## config.mk

```make
export PLATFORM = sky130hd
export DESIGN_NAME = rs485_uart_receiver_flat
export DESIGN_NICKNAME = d
export VERILOG_FILES = /design/src/rtl/rs485_uart_receiver_pkg.sv /design/src/rtl/rs485_uart_receiver_if.sv /design/src/rtl/rs485_uart_receiver_sampler.sv /design/src/rtl/rs485_uart_receiver.sv /design/src/flat_wrapper.sv
export SDC_FILE = /design/constraint.sdc
export NUM_CORES = 1
export LEC_CHECK = 0
export CORE_ASPECT_RATIO = 0.7
export CORE_MARGIN = 3
export CORE_UTILIZATION = 31
export CTS_CLUSTER_DIAMETER = 200
export CTS_CLUSTER_SIZE = 25
export DETAILED_ROUTE_END_ITERATION = 10
export PLACE_DENSITY = 0.6
export SETUP_SLACK_MARGIN = 0.1
export SLEW_MARGIN = 20
export SYNTH_ARGS = -nofsm -noshare
export SYNTH_HDL_FRONTEND = slang
export SYNTH_SLANG_ARGS = --single-unit
```

## constraint.sdc

```tcl
create_clock -name CLK -period 3.25 [get_ports CLK]
set_input_delay 0.4875 -clock CLK [delete_from_list [all_inputs] [get_ports CLK]]
set_output_delay 0.4875 -clock CLK [all_outputs]
set_load 0.05 [all_outputs]
```

## src/rtl/rs485_uart_receiver_pkg.sv

```systemverilog
// rs485_uart_receiver_pkg: shared UART defaults, FSM state encoding and mid-bit helper
package rs485_uart_receiver_pkg;
  localparam int DEF_CLKS_PER_BIT = 50;
  localparam int DEF_IDLE_BITS = 12;
  localparam int DEF_ERR_CNT_W = 8;
  typedef enum logic [2:0] {IDLE, START, DATA, STOP, WAIT_HIGH} state_e;
  // Sample point at the middle of a bit period.
  function automatic int mid_of(input int cpb);
    return cpb / 2;
  endfunction
endpackage

```

## src/rtl/rs485_uart_receiver_if.sv

```systemverilog
// rs485_uart_receiver_if: serial line in, byte/error/idle strobes out
//  master: line driver and byte consumer; slave: the receiver
interface rs485_uart_receiver_if #(parameter int ERR_CNT_W = 8);
  logic                 rx_i;
  logic                 rx_data_ready;
  logic [7:0]           rx_data;
  logic                 framing_error;
  logic                 rx_break;
  logic                 rx_idle;
  logic [ERR_CNT_W-1:0] err_count;
  modport master (output rx_i, input rx_data_ready, rx_data, framing_error, rx_break, rx_idle, err_count);
  modport slave (input rx_i, output rx_data_ready, rx_data, framing_error, rx_break, rx_idle, err_count);
endinterface

```

## src/rtl/rs485_uart_receiver_sampler.sv

```systemverilog
// rs485_uart_receiver_sampler: 2-FF synchroniser, bit-period counter and 3-sample majority vote
//  CLK, reset_n  clock, async active-low reset
//  rx_i          raw line; align_i restarts the bit counter at a start edge
//  rx_s_o        synchronised line; vote_o/vote_valid_o majority at cnt=MID+1; bit_end_o at cnt wrap
module rs485_uart_receiver_sampler
  import rs485_uart_receiver_pkg::*;
#(
  parameter int CLKS_PER_BIT = DEF_CLKS_PER_BIT
) (
  input  logic CLK,
  input  logic reset_n,
  input  logic rx_i,
  input  logic align_i,
  output logic rx_s_o,
  output logic vote_o,
  output logic vote_valid_o,
  output logic bit_end_o
);
  localparam int MID = mid_of(CLKS_PER_BIT);
  localparam int CW = $clog2(CLKS_PER_BIT);
  logic [1:0]    sync_q;
  logic [1:0]    smp_q;
  logic [CW-1:0] cnt_q, cnt_d;
  assign rx_s_o = sync_q[1];
  assign bit_end_o = cnt_q == CW'(CLKS_PER_BIT - 1);
  assign vote_valid_o = cnt_q == CW'(MID + 1);
  // Samples at MID-1 and MID are stored; the MID+1 sample is the live line.
  assign vote_o = (smp_q[1] & smp_q[0]) | (smp_q[1] & rx_s_o) | (smp_q[0] & rx_s_o);
  assign cnt_d = (align_i || bit_end_o) ? '0 : cnt_q + 1'b1;
  always_ff @(posedge CLK or negedge reset_n) begin
    if (!reset_n) begin
      sync_q <= 2'b11;
      smp_q  <= 2'b11;
      cnt_q  <= '0;
    end else begin
      sync_q <= {sync_q[0], rx_i};
      cnt_q  <= cnt_d;
      if (cnt_q == CW'(MID - 1) || cnt_q == CW'(MID)) smp_q <= {smp_q[0], rx_s_o};
    end
  end
endmodule

```

## src/rtl/rs485_uart_receiver.sv

```systemverilog
// rs485_uart_receiver: 8N1 RS485 byte receiver with framing-error, break and bus-idle strobes
//  CLK, reset_n  clock, async active-low reset
//  bus           rx_i in; rx_data_ready/rx_data, framing_error, rx_break, rx_idle, err_count out
module rs485_uart_receiver
  import rs485_uart_receiver_pkg::*;
#(
  parameter int CLKS_PER_BIT = DEF_CLKS_PER_BIT,
  parameter int IDLE_BITS    = DEF_IDLE_BITS,
  parameter int ERR_CNT_W    = DEF_ERR_CNT_W
) (
  input logic CLK,
  input logic reset_n,
  rs485_uart_receiver_if.slave bus
);
  localparam int ILIM = IDLE_BITS * CLKS_PER_BIT;
  localparam int ICW = $clog2(ILIM);
  state_e               state_q, state_d;
  logic [2:0]           bit_idx_q, bit_idx_d;
  logic [7:0]           shreg_q, shreg_d;
  logic [7:0]           data_q, data_d;
  logic                 rdy_q, rdy_d;
  logic                 ferr_q, ferr_d;
  logic                 brk_q, brk_d;
  logic                 idle_q, idle_d;
  logic [ERR_CNT_W-1:0] err_q, err_d;
  logic [ICW-1:0]       icnt_q, icnt_d;
  logic                 rx_s, vote, vote_valid, bit_end;
  rs485_uart_receiver_sampler #(.CLKS_PER_BIT(CLKS_PER_BIT)) u_sampler (
    .CLK         (CLK),
    .reset_n     (reset_n),
    .rx_i        (bus.rx_i),
    .align_i     (state_q == IDLE && !rx_s),
    .rx_s_o      (rx_s),
    .vote_o      (vote),
    .vote_valid_o(vote_valid),
    .bit_end_o   (bit_end)
  );
  always_comb begin
    state_d   = state_q;
    bit_idx_d = bit_idx_q;
    shreg_d   = shreg_q;
    data_d    = data_q;
    rdy_d     = 1'b0;
    ferr_d    = 1'b0;
    brk_d     = 1'b0;
    err_d     = err_q;
    case (state_q)
      IDLE: if (!rx_s) state_d = START;
      START: begin
        if (vote_valid && vote) state_d = IDLE;
        else if (bit_end) begin
          state_d   = DATA;
          bit_idx_d = 3'd0;
        end
      end
      DATA: begin
        if (vote_valid) shreg_d[bit_idx_q] = vote;
        if (bit_end) begin
          bit_idx_d = bit_idx_q + 3'd1;
          if (bit_idx_q == 3'd7) state_d = STOP;
        end
      end
      // Decide at mid-stop so a following start edge is never missed.
      STOP: begin
        if (vote_valid && vote) begin
          data_d  = shreg_q;
          rdy_d   = 1'b1;
          state_d = IDLE;
        end else if (vote_valid) begin
          ferr_d  = 1'b1;
          brk_d   = shreg_q == 8'h00;
          err_d   = &err_q ? err_q : err_q + 1'b1;
          state_d = WAIT_HIGH;
        end
      end
      // A held-low line must not be re-read as a stream of start bits.
      WAIT_HIGH: if (rx_s) state_d = IDLE;
      default: state_d = IDLE;
    endcase
  end
  // Idle counter saturates at ILIM-1 so rx_idle fires once per quiet period.
  assign icnt_d = !rx_s ? '0 : (state_q == IDLE && icnt_q != ICW'(ILIM - 1)) ? icnt_q + 1'b1 : icnt_q;
  assign idle_d = rx_s && state_q == IDLE && icnt_q == ICW'(ILIM - 2);
  always_ff @(posedge CLK or negedge reset_n) begin
    if (!reset_n) begin
      state_q   <= IDLE;
      bit_idx_q <= '0;
      shreg_q   <= '0;
      data_q    <= '0;
      rdy_q     <= 1'b0;
      ferr_q    <= 1'b0;
      brk_q     <= 1'b0;
      idle_q    <= 1'b0;
      err_q     <= '0;
      icnt_q    <= '0;
    end else begin
      state_q   <= state_d;
      bit_idx_q <= bit_idx_d;
      shreg_q   <= shreg_d;
      data_q    <= data_d;
      rdy_q     <= rdy_d;
      ferr_q    <= ferr_d;
      brk_q     <= brk_d;
      idle_q    <= idle_d;
      err_q     <= err_d;
      icnt_q    <= icnt_d;
    end
  end
  assign bus.rx_data_ready = rdy_q;
  assign bus.rx_data       = data_q;
  assign bus.framing_error = ferr_q;
  assign bus.rx_break      = brk_q;
  assign bus.rx_idle       = idle_q;
  assign bus.err_count     = err_q;
endmodule

```

## src/flat_wrapper.sv

```systemverilog
// flat-port wrapper written by rule: the top's interface ports become plain ports
module rs485_uart_receiver_flat import rs485_uart_receiver_pkg::*;
#(
  parameter int CLKS_PER_BIT = DEF_CLKS_PER_BIT,
  parameter int IDLE_BITS    = DEF_IDLE_BITS,
  parameter int ERR_CNT_W    = DEF_ERR_CNT_W
)
  (CLK, reset_n, bus_rx_i, bus_rx_data_ready, bus_rx_data, bus_framing_error, bus_rx_break, bus_rx_idle, bus_err_count);
  rs485_uart_receiver_if #(.ERR_CNT_W(ERR_CNT_W)) bus_i ();
  input logic CLK;
  input logic reset_n;
  input wire logic [$bits(bus_i.rx_i)-1:0] bus_rx_i;
  output wire logic [$bits(bus_i.rx_data_ready)-1:0] bus_rx_data_ready;
  output wire logic [$bits(bus_i.rx_data)-1:0] bus_rx_data;
  output wire logic [$bits(bus_i.framing_error)-1:0] bus_framing_error;
  output wire logic [$bits(bus_i.rx_break)-1:0] bus_rx_break;
  output wire logic [$bits(bus_i.rx_idle)-1:0] bus_rx_idle;
  output wire logic [$bits(bus_i.err_count)-1:0] bus_err_count;
  assign bus_i.rx_i = bus_rx_i;
  assign bus_rx_data_ready = bus_i.rx_data_ready;
  assign bus_rx_data = bus_i.rx_data;
  assign bus_framing_error = bus_i.framing_error;
  assign bus_rx_break = bus_i.rx_break;
  assign bus_rx_idle = bus_i.rx_idle;
  assign bus_err_count = bus_i.err_count;
  rs485_uart_receiver #(.CLKS_PER_BIT(CLKS_PER_BIT), .IDLE_BITS(IDLE_BITS), .ERR_CNT_W(ERR_CNT_W)) u_core (.CLK(CLK), .reset_n(reset_n), .bus(bus_i));
endmodule
```

======== After elaboration in Yosys (flattened, before gate mapping) ========
Cells that the tools add are included.
word-level totals
  register bits ........................... 54
  bits in latches ......................... 0
  RAM bits ................................ 0
  ROM bits ................................ 0
  input port bits ......................... 3
  output and inout port bits .............. 20
  logic and storage cells ................. 91
  memories kept ........................... 0
operators by class
  $add $sub $neg .......................... 4
  multiply operators ...................... 0
  div/mod/pow operators ................... 0
  order comparisons ....................... 2
  eq/ne operators ......................... 20
  shift-type cells ........................ 0
  multiplexer cells ....................... 27
  bitwise gates (word level) .............. 7
  reductions and logical operators ........ 18
operators with widths
  cell                                                        count
  2-to-1 mux 3 bit                                            11
  2-to-1 mux 10 bit                                           2
  == test 6 x 5 -> 1 bit, second input constant               3
  one-hot mux 3 bit (5 select lines)                          1
  adder 10 x 1 -> 10 bit, second input constant               1
  == test 10 bit, second input constant                       1
  != test 10 bit, second input constant                       1
  != test 2 bit, second input constant                        5
  2-to-1 mux 1 bit                                            9
  adder 8 x 1 -> 8 bit, second input constant                 1
  bitwise mux 8 bit                                           1
  logical NOT 8 bit                                           1
  AND reduction 4 bit                                         2
  AND reduction 8 bit                                         1
  adder 6 x 1 -> 6 bit, second input constant                 1
  == test 3 x 2 -> 1 bit, second input constant               2
  == test 3 bit, second input constant                        2
  == test 6 bit, second input constant                        1
  logical AND 1 bit                                           6
  2-to-1 mux 6 bit                                            1
  one-hot mux 3 bit (2 select lines)                          1
  AND reduction 6 bit                                         1
  less-than comparator 3 x 4 -> 1 bit, second input constant  1
  != test 2 x 1 -> 1 bit, second input constant               2
  14 further kinds                                            20

======== Depth between registers and ports, before layout ========
  depth in word-level cells ............... 6
  depth in mapped cells ................... 6
  gate-level depth less buffers ........... 6

======== By module ========
A second synthesis with hierarchy kept.
second synthesis, totals
  cell total of the unflattened synthesis .. 230
  area total of the unflattened synthesis .. 2618.8 um^2
by module, submodules not included
  module                       instances  cells each  area an instance (um^2)  sequential area each (um^2)
  rs485_uart_receiver          1          189         2143.3                   1101.1
  rs485_uart_receiver_sampler  1          41          475.5                    255.2

======== Least setup slack after synthesis ========
Ideal clock, no wire load.
  path type ............................... register -> register
  start ................................... register u_core.err_q[0], in the netlist u_core.bus.err_count[0]
  end ..................................... register u_core.err_q[1], in the netlist u_core.bus.err_count[1]
  setup time .............................. 0.128 ns
  arrival ................................. 1.868 ns
  data required time ...................... 3.122 ns
  slack ................................... 1.255 ns
  cell stages (with the launch flop) ...... 6
  path buffers ............................ 0
  period minus slack after synthesis ...... 1.995 ns
  cell sequence ........................... dfrtp_1 > ha_1 > and4_1 > and4_1 > and2b_2 > mux2_1
between the ends
  cells in the longest elaborated chain, start to end .. 3
  elaborated cells on any way between the ends .. 4
  those cells by class .................... add/sub: 1; bitwise: 1; reduce/logical: 2
ends and longest elaborated chain
  what                                                                          RTL line                    RTL
  start, declared                                                               rs485_uart_receiver.sv:25   logic [ERR_CNT_W-1:0] err_q, err_d;
  start signal, assigned                                                        rs485_uart_receiver.sv:105  err_q <= err_d;
  parallel branches: the longest is 3 deep, another holds adder 8 x 1 -> 8 bit  -
Parallel ways; which one is timed is not known.
A chain may end at the register's enable or synchronous reset.

======== Worst setup path after layout ========
  start ................................... register u_core.u_sampler.sync_q[1]
  end ..................................... register u_core.err_q[1], in the netlist u_core.bus.err_count[1]
between the ends
  cells in the longest elaborated chain, start to end .. 6
  elaborated cells on any way between the ends .. 7
  those cells by class .................... bitwise: 5; reduce/logical: 2
ends and longest elaborated chain
  what                                    RTL line                           RTL
  start, declared                         rs485_uart_receiver_sampler.sv:21  logic [1:0] sync_q;
  start signal, assigned                  rs485_uart_receiver_sampler.sv:36  sync_q <= {sync_q[0], rx_i};
  bitwise AND 1 bit                       rs485_uart_receiver_sampler.sv:28  assign vote_o = (smp_q[1] & smp_q[0]) | (smp_q[1] & rx_s_o) | (smp_q[0] & rx_s_o);
  bitwise OR 1 bit                        rs485_uart_receiver_sampler.sv:28
  bitwise OR 1 bit *                      rs485_uart_receiver_sampler.sv:28
  logical AND 1 bit *                     rs485_uart_receiver.sv:65          if (vote_valid && vote) begin
  NOT 1 bit (no source line) *            -
  AND reduction 4 bit (no source line) *  -
Mark *: on every way between the ends. The rest lies on a longest branch, timed or not.

==> impl_metrics.ini <==
[placement]
dpl_worst_slack_ns = 1.120
gp_congestion = 0.7939
port_buffers = 22
dpl.hpwl_um = 3340

[clock_tree]
cts_buffers = 5
postCtsResizedCells = 0
cts_root_buf = clkbuf_16
cts-hold-fix-buffers = 0
clk_latency_ns = 0.29
post_cts.repair.setup_buffers = 0
cts_tree = yes
path_clk_slew_ns = 0.07
htree_levels = 2
cts_buffer_depth = 2
clock_sinks = 54

[route]
wirelength_um = 4775
first_pass_iters = 5
avgRoutedWirePerCell_um = 13.64
first_iter_violations = 124
num_vias = 1737
final_antenna_net_count = 0
via_per_inst = 4.963
drc = 0

[logic_synthesis]
synth.distinct_cells = 44
yosys.area_share.xor_xnor_pct = 4.771
synth_fa_ha_area_share_pct = 4.820
synthesis.area_um2 = 2570
synth_nets = 236
synthMuxAreaShare_pct = 9.202
yosys_warnings = 0
ys.flop_type = dfrtp_1
synth_compound_area_share_pct = 6.232
yosys.area_share.simple_pct = 20.16
syn_area_per_cell_um2 = 11.47
synth_cells = 224
seq_area_frac_synth_pct = 52.78
synth_top_family_by_area = simple AND/OR/NAND/NOR gates
synth_seq_cells = 54
async_reset_ff_share_pct = 100.0
synth_edf_count = 0

[timing]
setup_tns_ns = 0
setup_ws_ns = 1.148
setup_viol = 0
rsz0062_at_grt = false
skew_ns = 0.008831
hold_violations = 0
layout_worst_path_cycle_share_pct = 64.69
max_freq_mhz = 475.6
worstMarginPinSlew_ns = 0.7852
drv_slew = 0
slew_headroom_pct = 46.91
min_period_ns = 2.102

[setup_path]
cp.required_ns = 3.43
end_kind = flip-flop
cp_max_fo = 11
startpoint_type = flip-flop
critical_path_arrival_ns = 2.28
path_class = flip-flop to flip-flop
critical_path.cell_chain = maj3_2 > nor4_4 > and2b_2 > mux2_1
crit_family = simple AND/OR/NAND/NOR gates
cp.buffers_inverters = 0
slowest_stage = nor4_4
critPathMaxStageDelay_ns = 0.55

[pwr]
power_leakage_nw = 1.379
p_sw_share_pct = 29.30
power_frac_seq_pct = 48.4
p_sw_w = 0.0005086
cellInternalPower_w = 0.001227
p_comb_share_pct = 15.9
p_clk_share_pct = 35.8
power.density_nw_per_um2 = 565.1
vdd_ir_drop_max_uv = 321.4

[layout]
drive_above_1_share_pct = 15.66
layout_commonest_cell = dfrtp_1
layout_common_cells = dfrtp_1 (50), nor2_1 (22), clkdlybuf4s50_1 (21)
finalNetCount = 260
diodes = 0
syn2layout_area_growth_pct = 19.52

[global_routing]
grt_pass1_wl_um = 8376
grt_pass1_vias = 1650
antenna_found_initial = 0
grt.total_usage_pct = 11.17
grt_max_degree = 49
overflow = 0

[floorplan]
initial_core_util_pct = 32.23
die_area_um2 = 9436
die_w_um = 114.8
fp.coreArea_um2 = 7973
die_h_um = 82.18
io_pins = 23
rows = 27

[min_path]
hold_path.class = input port to async pin

[job]
maxCapViolCount = 0

[outcome]
status = finished, final reports clean
## power groups by stage
| stage | registers [W] | clock network, W | logic [W] |
|---|---|---|---|
| floorplan | 0.000818 | 0 | 0.000237 |
| global placement | 0.000848 | 0 | 0.000277 |
| detailed placement | 0.000852 | 0 | 0.000279 |
| CTS | 0.000839 | 0.000642 | 0.000281 |
| global route | 0.000856 | 0.000670 | 0.000324 |
| finish | 0.000839 | 0.000621 | 0.000276 |
## synthesized netlist by cell type, types with 2 or more instances
library cell | number | area share, %
nand3_1 | 8 | 1.6
inv_1 | 7 | 1.0
a21oi_1 | 4 | 0.78
dfrtp_1 | 50 | 49
nand2b_1 | 2 | 0.49
nor2b_1 | 4 | 0.97
a211oi_1 | 2 | 0.58
o21ai_0 | 2 | 0.39
nand3b_1 | 4 | 1.2
nor2_1 | 22 | 3.2
dfstp_2 | 4 | 4.1
nor3_1 | 8 | 1.6
mux2_2 | 18 | 7.9
clkbuf_1 | 6 | 0.88
o2bb2ai_1 | 2 | 0.68
xnor2_1 | 7 | 2.4
a31oi_1 | 8 | 1.9
nor4_1 | 4 | 0.97
mux2_1 | 3 | 1.3
nand2_1 | 8 | 1.2
and4_1 | 3 | 1.0
nand4b_1 | 2 | 0.68
nor4bb_1 | 2 | 0.78
ha_1 | 9 | 4.4
nand4_1 | 6 | 1.5
xor2_1 | 7 | 2.4
and3_1 | 5 | 1.2
## area by class of cell
type	count	area [µm²]
Clock buffer	5	125.1
Fill cell	790	4901
Clock inverter	3	47.55
Inverter	8	30.03
Sequential cell	54	1356
Multi-Input combinational cell	156	1161
Tap cell	101	126.4
Timing Repair Buffer	23	225.2
## per-layer routing
layer,global-route usage (%),vias up,part of all wire [%]
li1,-,859,-
met1,17.49,833,55
met2,15.21,41,39
met3,2.840,4,4.6
met4,2.462,0,0.54
met5,0,-,0
## per-stage QoR
step	cells	hold slack, ns	utilization, %	instance area, µm²	power [W]
4_1_cts	350	0.3578	38.50	3069	0.001762
3_5_place_dp	342	0.3475	36.33	2897	0.001131
2_1_floorplan	224	0.1919	-	2570	0.001054
3_3_place_gp	342	0.3539	36.33	2897	0.001124
6_report	350	0.2003	38.53	3072	0.001736
5_1_grt	350	0.2560	38.53	3072	0.001850
## kinds of logic after synthesis
logic type	Yosys count
simple gates	87
flops	54
compound gates	24
mux	21
xor+xnor	14
buf+inv	14
fa+ha+maj	10
## sequential cells by signal, summed over array words and instances, names as in the netlist
name                      count
u_core.icnt_q                10
u_core.bus.err_count          8
u_core.bus.rx_data            8
u_core.shreg_q                8
u_core.u_sampler.cnt_q        6
u_core.bit_idx_q              3
u_core.state_q                3
u_core.u_sampler.smp_q        2
u_core.u_sampler.sync_q       2
u_core.bus.framing_error      1
u_core.bus.rx_break           1
u_core.bus.rx_data_ready      1
u_core.bus.rx_idle            1
## worst paths after layout
check / start / to / slack, ns / cells after the start
max in group asynchronous: reset_n / u_core.u_sampler.sync_q[0] / 2.39 / 2
min: reset_n / u_core.bus.err_count[2] / 0.20 / 1
max: u_core.u_sampler.sync_q[1] / u_core.bus.err_count[1] / 1.15 / 4
min reg2reg: u_core.u_sampler.sync_q[0] / u_core.u_sampler.sync_q[1] / 0.36 / 0
max reg2reg: u_core.u_sampler.sync_q[1] / u_core.bus.err_count[1] / 1.15 / 4
min in group CLK: u_core.u_sampler.sync_q[0] / u_core.u_sampler.sync_q[1] / 0.36 / 0
Power figures use the tool's default switching activity.
